**config.mk**
```make
export PLATFORM = sky130hd
export DESIGN_NAME = avmm_csr_initiator_flat
export DESIGN_NICKNAME = d
export VERILOG_FILES = /design/src/rtl/avmm_csr_initiator_if.sv /design/src/rtl/avmm_csr_initiator.sv /design/src/flat_wrapper.sv
export SDC_FILE = /design/constraint.sdc
export NUM_CORES = 1
export LEC_CHECK = 0
export CAP_MARGIN = 30
export CORE_UTILIZATION = 40
export CTS_BUF_LIST = sky130_fd_sc_hd__clkbuf_2
export CTS_CLUSTER_DIAMETER = 40
export CTS_CLUSTER_SIZE = 30
export DETAILED_ROUTE_END_ITERATION = 16
export HOLD_SLACK_MARGIN = 0.08
export PLACE_DENSITY = 0.87
export REMOVE_ABC_BUFFERS = 1
export SYNTH_ARGS = -nofsm -noshare
export SYNTH_HDL_FRONTEND = slang
export SYNTH_SLANG_ARGS = --single-unit
```
**constraint.sdc**
```tcl
create_clock -name clk_csr_clk -period 1.5 [get_ports clk_csr_clk]
set_input_delay 0.3 -clock clk_csr_clk [delete_from_list [all_inputs] [get_ports clk_csr_clk]]
set_output_delay 0.3 -clock clk_csr_clk [all_outputs]
set_load 0.02 [all_outputs]
```
**src/rtl/avmm_csr_initiator_if.sv**
```systemverilog
// CSR initiator bus bundle: command/response stream plus Avalon-MM master signals.
// The master modport is the initiator's view; the slave modport is the host/fabric view.
interface avmm_csr_initiator_if #(
    parameter int unsigned ADDR_W = 16,
    parameter int unsigned DATA_W = 32
);
    // Command stream
    logic              cmd_valid;
    logic              cmd_ready;
    logic              cmd_write;
    logic [ADDR_W-1:0] cmd_addr;
    logic [DATA_W-1:0] cmd_wdata;
    // Response stream
    logic              rsp_valid;
    logic              rsp_ready;
    logic              rsp_write;
    logic [DATA_W-1:0] rsp_rdata;
    logic              rsp_err;
    // Avalon-MM master
    logic [ADDR_W-1:0] avm_address;
    logic              avm_read;
    logic              avm_write;
    logic [DATA_W-1:0] avm_writedata;
    logic [DATA_W-1:0] avm_readdata;
    logic              avm_waitrequest;

    modport master (
        input  cmd_valid, cmd_write, cmd_addr, cmd_wdata,
        input  rsp_ready,
        input  avm_readdata, avm_waitrequest,
        output cmd_ready,
        output rsp_valid, rsp_write, rsp_rdata, rsp_err,
        output avm_address, avm_read, avm_write, avm_writedata
    );

    modport slave (
        output cmd_valid, cmd_write, cmd_addr, cmd_wdata,
        output rsp_ready,
        output avm_readdata, avm_waitrequest,
        input  cmd_ready,
        input  rsp_valid, rsp_write, rsp_rdata, rsp_err,
        input  avm_address, avm_read, avm_write, avm_writedata
    );
endinterface

```
**src/rtl/avmm_csr_initiator.sv**
```systemverilog
// Single-outstanding CSR command -> Avalon-MM read/write initiator.
// Optional watchdog enabled by defining AVMM_CSR_INITIATOR_TIMEOUT_EN: a transaction
// stalled on waitrequest for TIMEOUT_CYCLES cycles is aborted with rsp_err=1.
module avmm_csr_initiator #(
    parameter int unsigned       ADDR_W         = 16,
    parameter int unsigned       DATA_W         = 32,
    parameter int unsigned       TIMEOUT_CYCLES = 1024,
    parameter logic [DATA_W-1:0] TIMEOUT_RDATA  = DATA_W'(32'hDEAD_BEEF)
) (
    input  logic                        clk_csr_clk,
    input  logic                        csr_reset,
    avmm_csr_initiator_if.master        bus,
    output logic [15:0]                 timeout_cnt
);

    if (TIMEOUT_CYCLES < 2 || TIMEOUT_CYCLES > 65535 || $bits(TIMEOUT_RDATA) != DATA_W)
    begin : g_bad_param
        $error("avmm_csr_initiator: illegal TIMEOUT_CYCLES or TIMEOUT_RDATA width");
    end

    typedef enum logic [1:0] {StIdle, StBus, StResp} state_t;

    state_t            state;
    logic              cmd_ready_q;
    logic              is_write_q;
    logic [ADDR_W-1:0] avm_address_q;
    logic [DATA_W-1:0] avm_writedata_q;
    logic              avm_read_q;
    logic              avm_write_q;
    logic              rsp_valid_q;
    logic              rsp_write_q;
    logic [DATA_W-1:0] rsp_rdata_q;
    logic              rsp_err_q;
    logic [15:0]       wait_cnt_q;
    logic [15:0]       timeout_q;

    assign bus.cmd_ready     = cmd_ready_q;
    assign bus.avm_address   = avm_address_q;
    assign bus.avm_writedata = avm_writedata_q;
    assign bus.avm_read      = avm_read_q;
    assign bus.avm_write     = avm_write_q;
    assign bus.rsp_valid     = rsp_valid_q;
    assign bus.rsp_write     = rsp_write_q;
    assign bus.rsp_rdata     = rsp_rdata_q;
    // Only ever set in the watchdog build; constant zero otherwise.
    assign bus.rsp_err       = rsp_err_q;
    assign timeout_cnt       = timeout_q;

    // Transaction FSM with all bus and response outputs registered.
    always_ff @(posedge clk_csr_clk) begin
        if (csr_reset) begin
            state           <= StIdle;
            cmd_ready_q     <= 1'b0;
            is_write_q      <= 1'b0;
            avm_address_q   <= '0;
            avm_writedata_q <= '0;
            avm_read_q      <= 1'b0;
            avm_write_q     <= 1'b0;
            rsp_valid_q     <= 1'b0;
            rsp_write_q     <= 1'b0;
            rsp_rdata_q     <= '0;
            rsp_err_q       <= 1'b0;
            wait_cnt_q      <= '0;
            timeout_q       <= '0;
        end else begin
            unique case (state)
                StIdle: begin
                    if (bus.cmd_valid && cmd_ready_q) begin
                        cmd_ready_q     <= 1'b0;
                        is_write_q      <= bus.cmd_write;
                        avm_address_q   <= bus.cmd_addr;
                        avm_writedata_q <= bus.cmd_wdata;
                        avm_read_q      <= ~bus.cmd_write;
                        avm_write_q     <= bus.cmd_write;
                        wait_cnt_q      <= '0;
                        state           <= StBus;
                    end else begin
                        cmd_ready_q <= 1'b1;
                    end
                end
                StBus: begin
                    if (!bus.avm_waitrequest) begin
                        // Normal completion also wins over a same-cycle watchdog expiry.
                        avm_read_q  <= 1'b0;
                        avm_write_q <= 1'b0;
                        rsp_valid_q <= 1'b1;
                        rsp_write_q <= is_write_q;
                        rsp_rdata_q <= is_write_q ? '0 : bus.avm_readdata;
                        rsp_err_q   <= 1'b0;
                        state       <= StResp;
                    end else begin
                        if (wait_cnt_q != 16'hFFFF) begin
                            wait_cnt_q <= wait_cnt_q + 16'd1;
                        end
`ifdef AVMM_CSR_INITIATOR_TIMEOUT_EN
                        // This stall cycle is the TIMEOUT_CYCLES-th one: abort.
                        if (wait_cnt_q == 16'(TIMEOUT_CYCLES - 1)) begin
                            avm_read_q  <= 1'b0;
                            avm_write_q <= 1'b0;
                            rsp_valid_q <= 1'b1;
                            rsp_write_q <= is_write_q;
                            rsp_rdata_q <= is_write_q ? '0 : TIMEOUT_RDATA;
                            rsp_err_q   <= 1'b1;
                            if (timeout_q != 16'hFFFF) begin
                                timeout_q <= timeout_q + 16'd1;
                            end
                            state       <= StResp;
                        end
`endif
                    end
                end
                StResp: begin
                    if (bus.rsp_ready) begin
                        rsp_valid_q <= 1'b0;
                        cmd_ready_q <= 1'b1;
                        state       <= StIdle;
                    end
                end
                default: begin
                    state <= StIdle;
                end
            endcase
        end
    end

endmodule

```
**src/flat_wrapper.sv**
```systemverilog
// flat-port wrapper written by rule: the top's interface ports become plain ports
module avmm_csr_initiator_flat 
#(
    parameter int unsigned       ADDR_W         = 16,
    parameter int unsigned       DATA_W         = 32,
    parameter int unsigned       TIMEOUT_CYCLES = 1024,
    parameter logic [DATA_W-1:0] TIMEOUT_RDATA  = DATA_W'(32'hDEAD_BEEF)
)
  (clk_csr_clk, csr_reset, timeout_cnt, bus_cmd_valid, bus_cmd_write, bus_cmd_addr, bus_cmd_wdata, bus_rsp_ready, bus_avm_readdata, bus_avm_waitrequest, bus_cmd_ready, bus_rsp_valid, bus_rsp_write, bus_rsp_rdata, bus_rsp_err, bus_avm_address, bus_avm_read, bus_avm_write, bus_avm_writedata);
  avmm_csr_initiator_if #(.ADDR_W(ADDR_W), .DATA_W(DATA_W)) bus_i ();
  input  logic clk_csr_clk;
  input  logic csr_reset;
  output logic [15:0] timeout_cnt;
  input wire logic [$bits(bus_i.cmd_valid)-1:0] bus_cmd_valid;
  input wire logic [$bits(bus_i.cmd_write)-1:0] bus_cmd_write;
  input wire logic [$bits(bus_i.cmd_addr)-1:0] bus_cmd_addr;
  input wire logic [$bits(bus_i.cmd_wdata)-1:0] bus_cmd_wdata;
  input wire logic [$bits(bus_i.rsp_ready)-1:0] bus_rsp_ready;
  input wire logic [$bits(bus_i.avm_readdata)-1:0] bus_avm_readdata;
  input wire logic [$bits(bus_i.avm_waitrequest)-1:0] bus_avm_waitrequest;
  output wire logic [$bits(bus_i.cmd_ready)-1:0] bus_cmd_ready;
  output wire logic [$bits(bus_i.rsp_valid)-1:0] bus_rsp_valid;
  output wire logic [$bits(bus_i.rsp_write)-1:0] bus_rsp_write;
  output wire logic [$bits(bus_i.rsp_rdata)-1:0] bus_rsp_rdata;
  output wire logic [$bits(bus_i.rsp_err)-1:0] bus_rsp_err;
  output wire logic [$bits(bus_i.avm_address)-1:0] bus_avm_address;
  output wire logic [$bits(bus_i.avm_read)-1:0] bus_avm_read;
  output wire logic [$bits(bus_i.avm_write)-1:0] bus_avm_write;
  output wire logic [$bits(bus_i.avm_writedata)-1:0] bus_avm_writedata;
  assign bus_i.cmd_valid = bus_cmd_valid;
  assign bus_i.cmd_write = bus_cmd_write;
  assign bus_i.cmd_addr = bus_cmd_addr;
  assign bus_i.cmd_wdata = bus_cmd_wdata;
  assign bus_i.rsp_ready = bus_rsp_ready;
  assign bus_i.avm_readdata = bus_avm_readdata;
  assign bus_i.avm_waitrequest = bus_avm_waitrequest;
  assign bus_cmd_ready = bus_i.cmd_ready;
  assign bus_rsp_valid = bus_i.rsp_valid;
  assign bus_rsp_write = bus_i.rsp_write;
  assign bus_rsp_rdata = bus_i.rsp_rdata;
  assign bus_rsp_err = bus_i.rsp_err;
  assign bus_avm_address = bus_i.avm_address;
  assign bus_avm_read = bus_i.avm_read;
  assign bus_avm_write = bus_i.avm_write;
  assign bus_avm_writedata = bus_i.avm_writedata;
  avmm_csr_initiator #(.ADDR_W(ADDR_W), .DATA_W(DATA_W), .TIMEOUT_CYCLES(TIMEOUT_CYCLES), .TIMEOUT_RDATA(TIMEOUT_RDATA)) u_core (.clk_csr_clk(clk_csr_clk), .csr_reset(csr_reset), .bus(bus_i), .timeout_cnt(timeout_cnt));
endmodule
```
==> results_dict.tcl <==
set metrics [dict create \
    placed_area_um2 5112 \
    crit_buf_inv 1 \
    cts_tree "yes" \
    io_buffers 170 \
    row_count 33 \
    multi_input_area_um2 1361 \
    synth_seq_area_share_pct 52.24 \
    path_cells "clkdlybuf4s15_2" \
    cts_htree_levels 3 \
    crit_type "flip-flop to output pin" \
    via_per_inst 4.811 \
    vias 3281 \
    grt_pass1_wl_mm 14.25 \
    synth_enable_flop_cells 0 \
    drive_gt1_share_pct 35.18 \
    dr.pass1.iters 4 \
    synth_top_cell_area_share_pct 52.24 \
    finalSetupViolations 0 \
    cts_buffer_depth 2 \
    place_hpwl_mm 6.274 \
    drtAntennaViolNets 0 \
    numCtsBuffers 9 \
    synth_top_area_cell "dfxtp_1" \
    core_um2 8175 \
    grt_pass1_vias 3161 \
    worstSetupEndpointType "output pin" \
    required_ps 1200 \
    hold_class "primary input to flip-flop" \
    initialDrtViolationCount 76 \
    slew_viol_final 0 \
    syn2layout_area_growth_pct 53.25 \
    clock-root-buffer "clkbuf_2" \
    fmax_mhz 710.3 \
    drc_errors 0 \
    yosysWarnings 0 \
    place_congestion 0.7157 \
    ios 188 \
    postLayoutCoreUtil_pct 63.21 \
    max_stage_delay_ps 380 \
    clock-sinks 88 \
    leakage_uw 0.002015 \
    setup_tns_ps 0 \
    cpMaxStageDelayCell "dfxtp_2" \
    r2r_slack_ps 100 \
    syn_area_um2 3372 \
    initial_core_util_pct 41.25 \
    arrival_ps 1110 \
    grt.overflow.total 0 \
    timing.max_cap.violations 0 \
    dieArea_um2 8801 \
    wl_per_cell_um 13.48 \
    routed_wl_mm 9.193 \
    final-seq-area_um2 1862 \
    fin_nets 658 \
    path_delay_family "flip-flops" \
    post-route-period-util_pct 93.86 \
    power_density_nw_per_um2 907.3 \
    antenna_found_initial 0 \
    ir_drop_mv 0.4718 \
    yosysMostFrequentCell "nand2_1" \
    avgSynthCellArea_um2 8.305 \
    n_antenna_cell 0 \
    clk_latency_ps 500 \
    synth_ff_type "dfxtp_1" \
    ys_top_cells_by_count "nand2_1 (132), dfxtp_1 (88), a21oi_1 (87)" \
    grt_use_total_pct 20.35 \
    grt_max_degree 53 \
    clk_pin_slew_ps 250 \
    hold_violations 0 \
    synth_cells 406 \
    period_needed_ps 1408 \
    start_kind "flip-flop" \
    ys_types 23 \
    ys_seq_elements 88 \
    synthArstFlopShare_pct 0 \
    die_h_um 93.82 \
    fin_area_um2 5167 \
    finalClockSkew_ps 39.24 \
    synthTopCellsByArea "dfxtp_1 (52%), nand2_1 (15%), a21oi_1 (13%)" \
    outcome "finished, final reports clean" \
    num-fill-cells 710 \
    die_width_um 93.82 \
    path_max_fanout 2 \
]
[metrics by stage]
step	hold WS, ps	total power (uW)	worst slack (ps)	std cells
finish	181.1	4689	92.12	682
global route	133.1	4929	-8.153	682
CTS	135.7	4750	0.6150	677
detailed placement	442.8	3460	-139.2	659
global placement	437.2	3437	-94.50	659
floorplan	362.4	2889	-671.1	373
[sequential cells by signal, summed over array words and instances, names as in the netlist]
name,cells
u_core.bus.rsp_valid,1
u_core.is_write_q,1
u_core.bus.avm_read,1
u_core.bus.rsp_write,1
u_core.bus.avm_write,1
u_core.bus.avm_writedata,32
u_core.bus.rsp_rdata,32
u_core.bus.cmd_ready,1
u_core.bus.avm_address,16
u_core.state,2
[cell type report]
| class | instances | area share, % |
|---|---|---|
| flip-flops and latches | 88 | 36.03 |
| clock buffers | 10 | 0.9685 |
| well taps | 105 | 2.542 |
| inverters | 1 | 0.07264 |
| multi-input cells | 284 | 26.34 |
| repair buffers | 188 | 32.42 |
| clock inverters | 6 | 1.622 |
[metal layers]
metal / global-route usage, % / wire length, um / vias to the layer above
met2: 35.52 / 4549 / 140
met4: 7.308 / 129 / 0
met1: 22.65 / 3619 / 1500
met5: 0 / 0 / -
li1: - / - / 1626
met3: 7.282 / 894 / 15
[where the power goes]
part | switching, uW | internal (uW) | leakage [uW]
registers | 54.4 | 2460 | 0.000752
clock network | 770 | 550 | 0.0000756
logic | 440 | 418 | 0.00119
[cells by family (layout without fill, tap and decap cells)]
family	count (synthesis)	after routing	share of synthesized area, %
simple gates	176	176	24.56
compound gates	91	91	13.77
flops	88	88	52.24
other cells	1	17	0.1112
buf+inv	50	205	9.313
[cell usage in the layout (no fill, tap or decap), drive strengths merged, types with 2 or more instances in the layout]
master         Yosys  layout
a21oi             88      88
clkdlybuf4s50      0      84
clkinv             0       2
nand2            132     132
nand3              2       2
bufinv             0       2
clkdlybuf4s15      0      31
clkbuf            11      11
clkinvlp           0       2
nor2               3       3
buf               38      72
conb               1      17
dfxtp             88      88
nand3b            33      33
[final timing paths]
kind,start,to,cells past startpoint
max reg2reg,u_core.state[1],u_core.bus.avm_address[0],4
max,u_core.bus.avm_write,bus_avm_write,1
min,csr_reset,u_core.bus.avm_writedata[6],3
min reg2reg,u_core.bus.rsp_rdata[24],u_core.bus.rsp_rdata[24],2
[what timing repair did]
item,4_1_cts,5_1_grt
resized for setup,280,109
endpoints found under the setup margin,85,79
buffers inserted,2,5
hold buffers,0,0
Power figures use the tool's default switching activity.
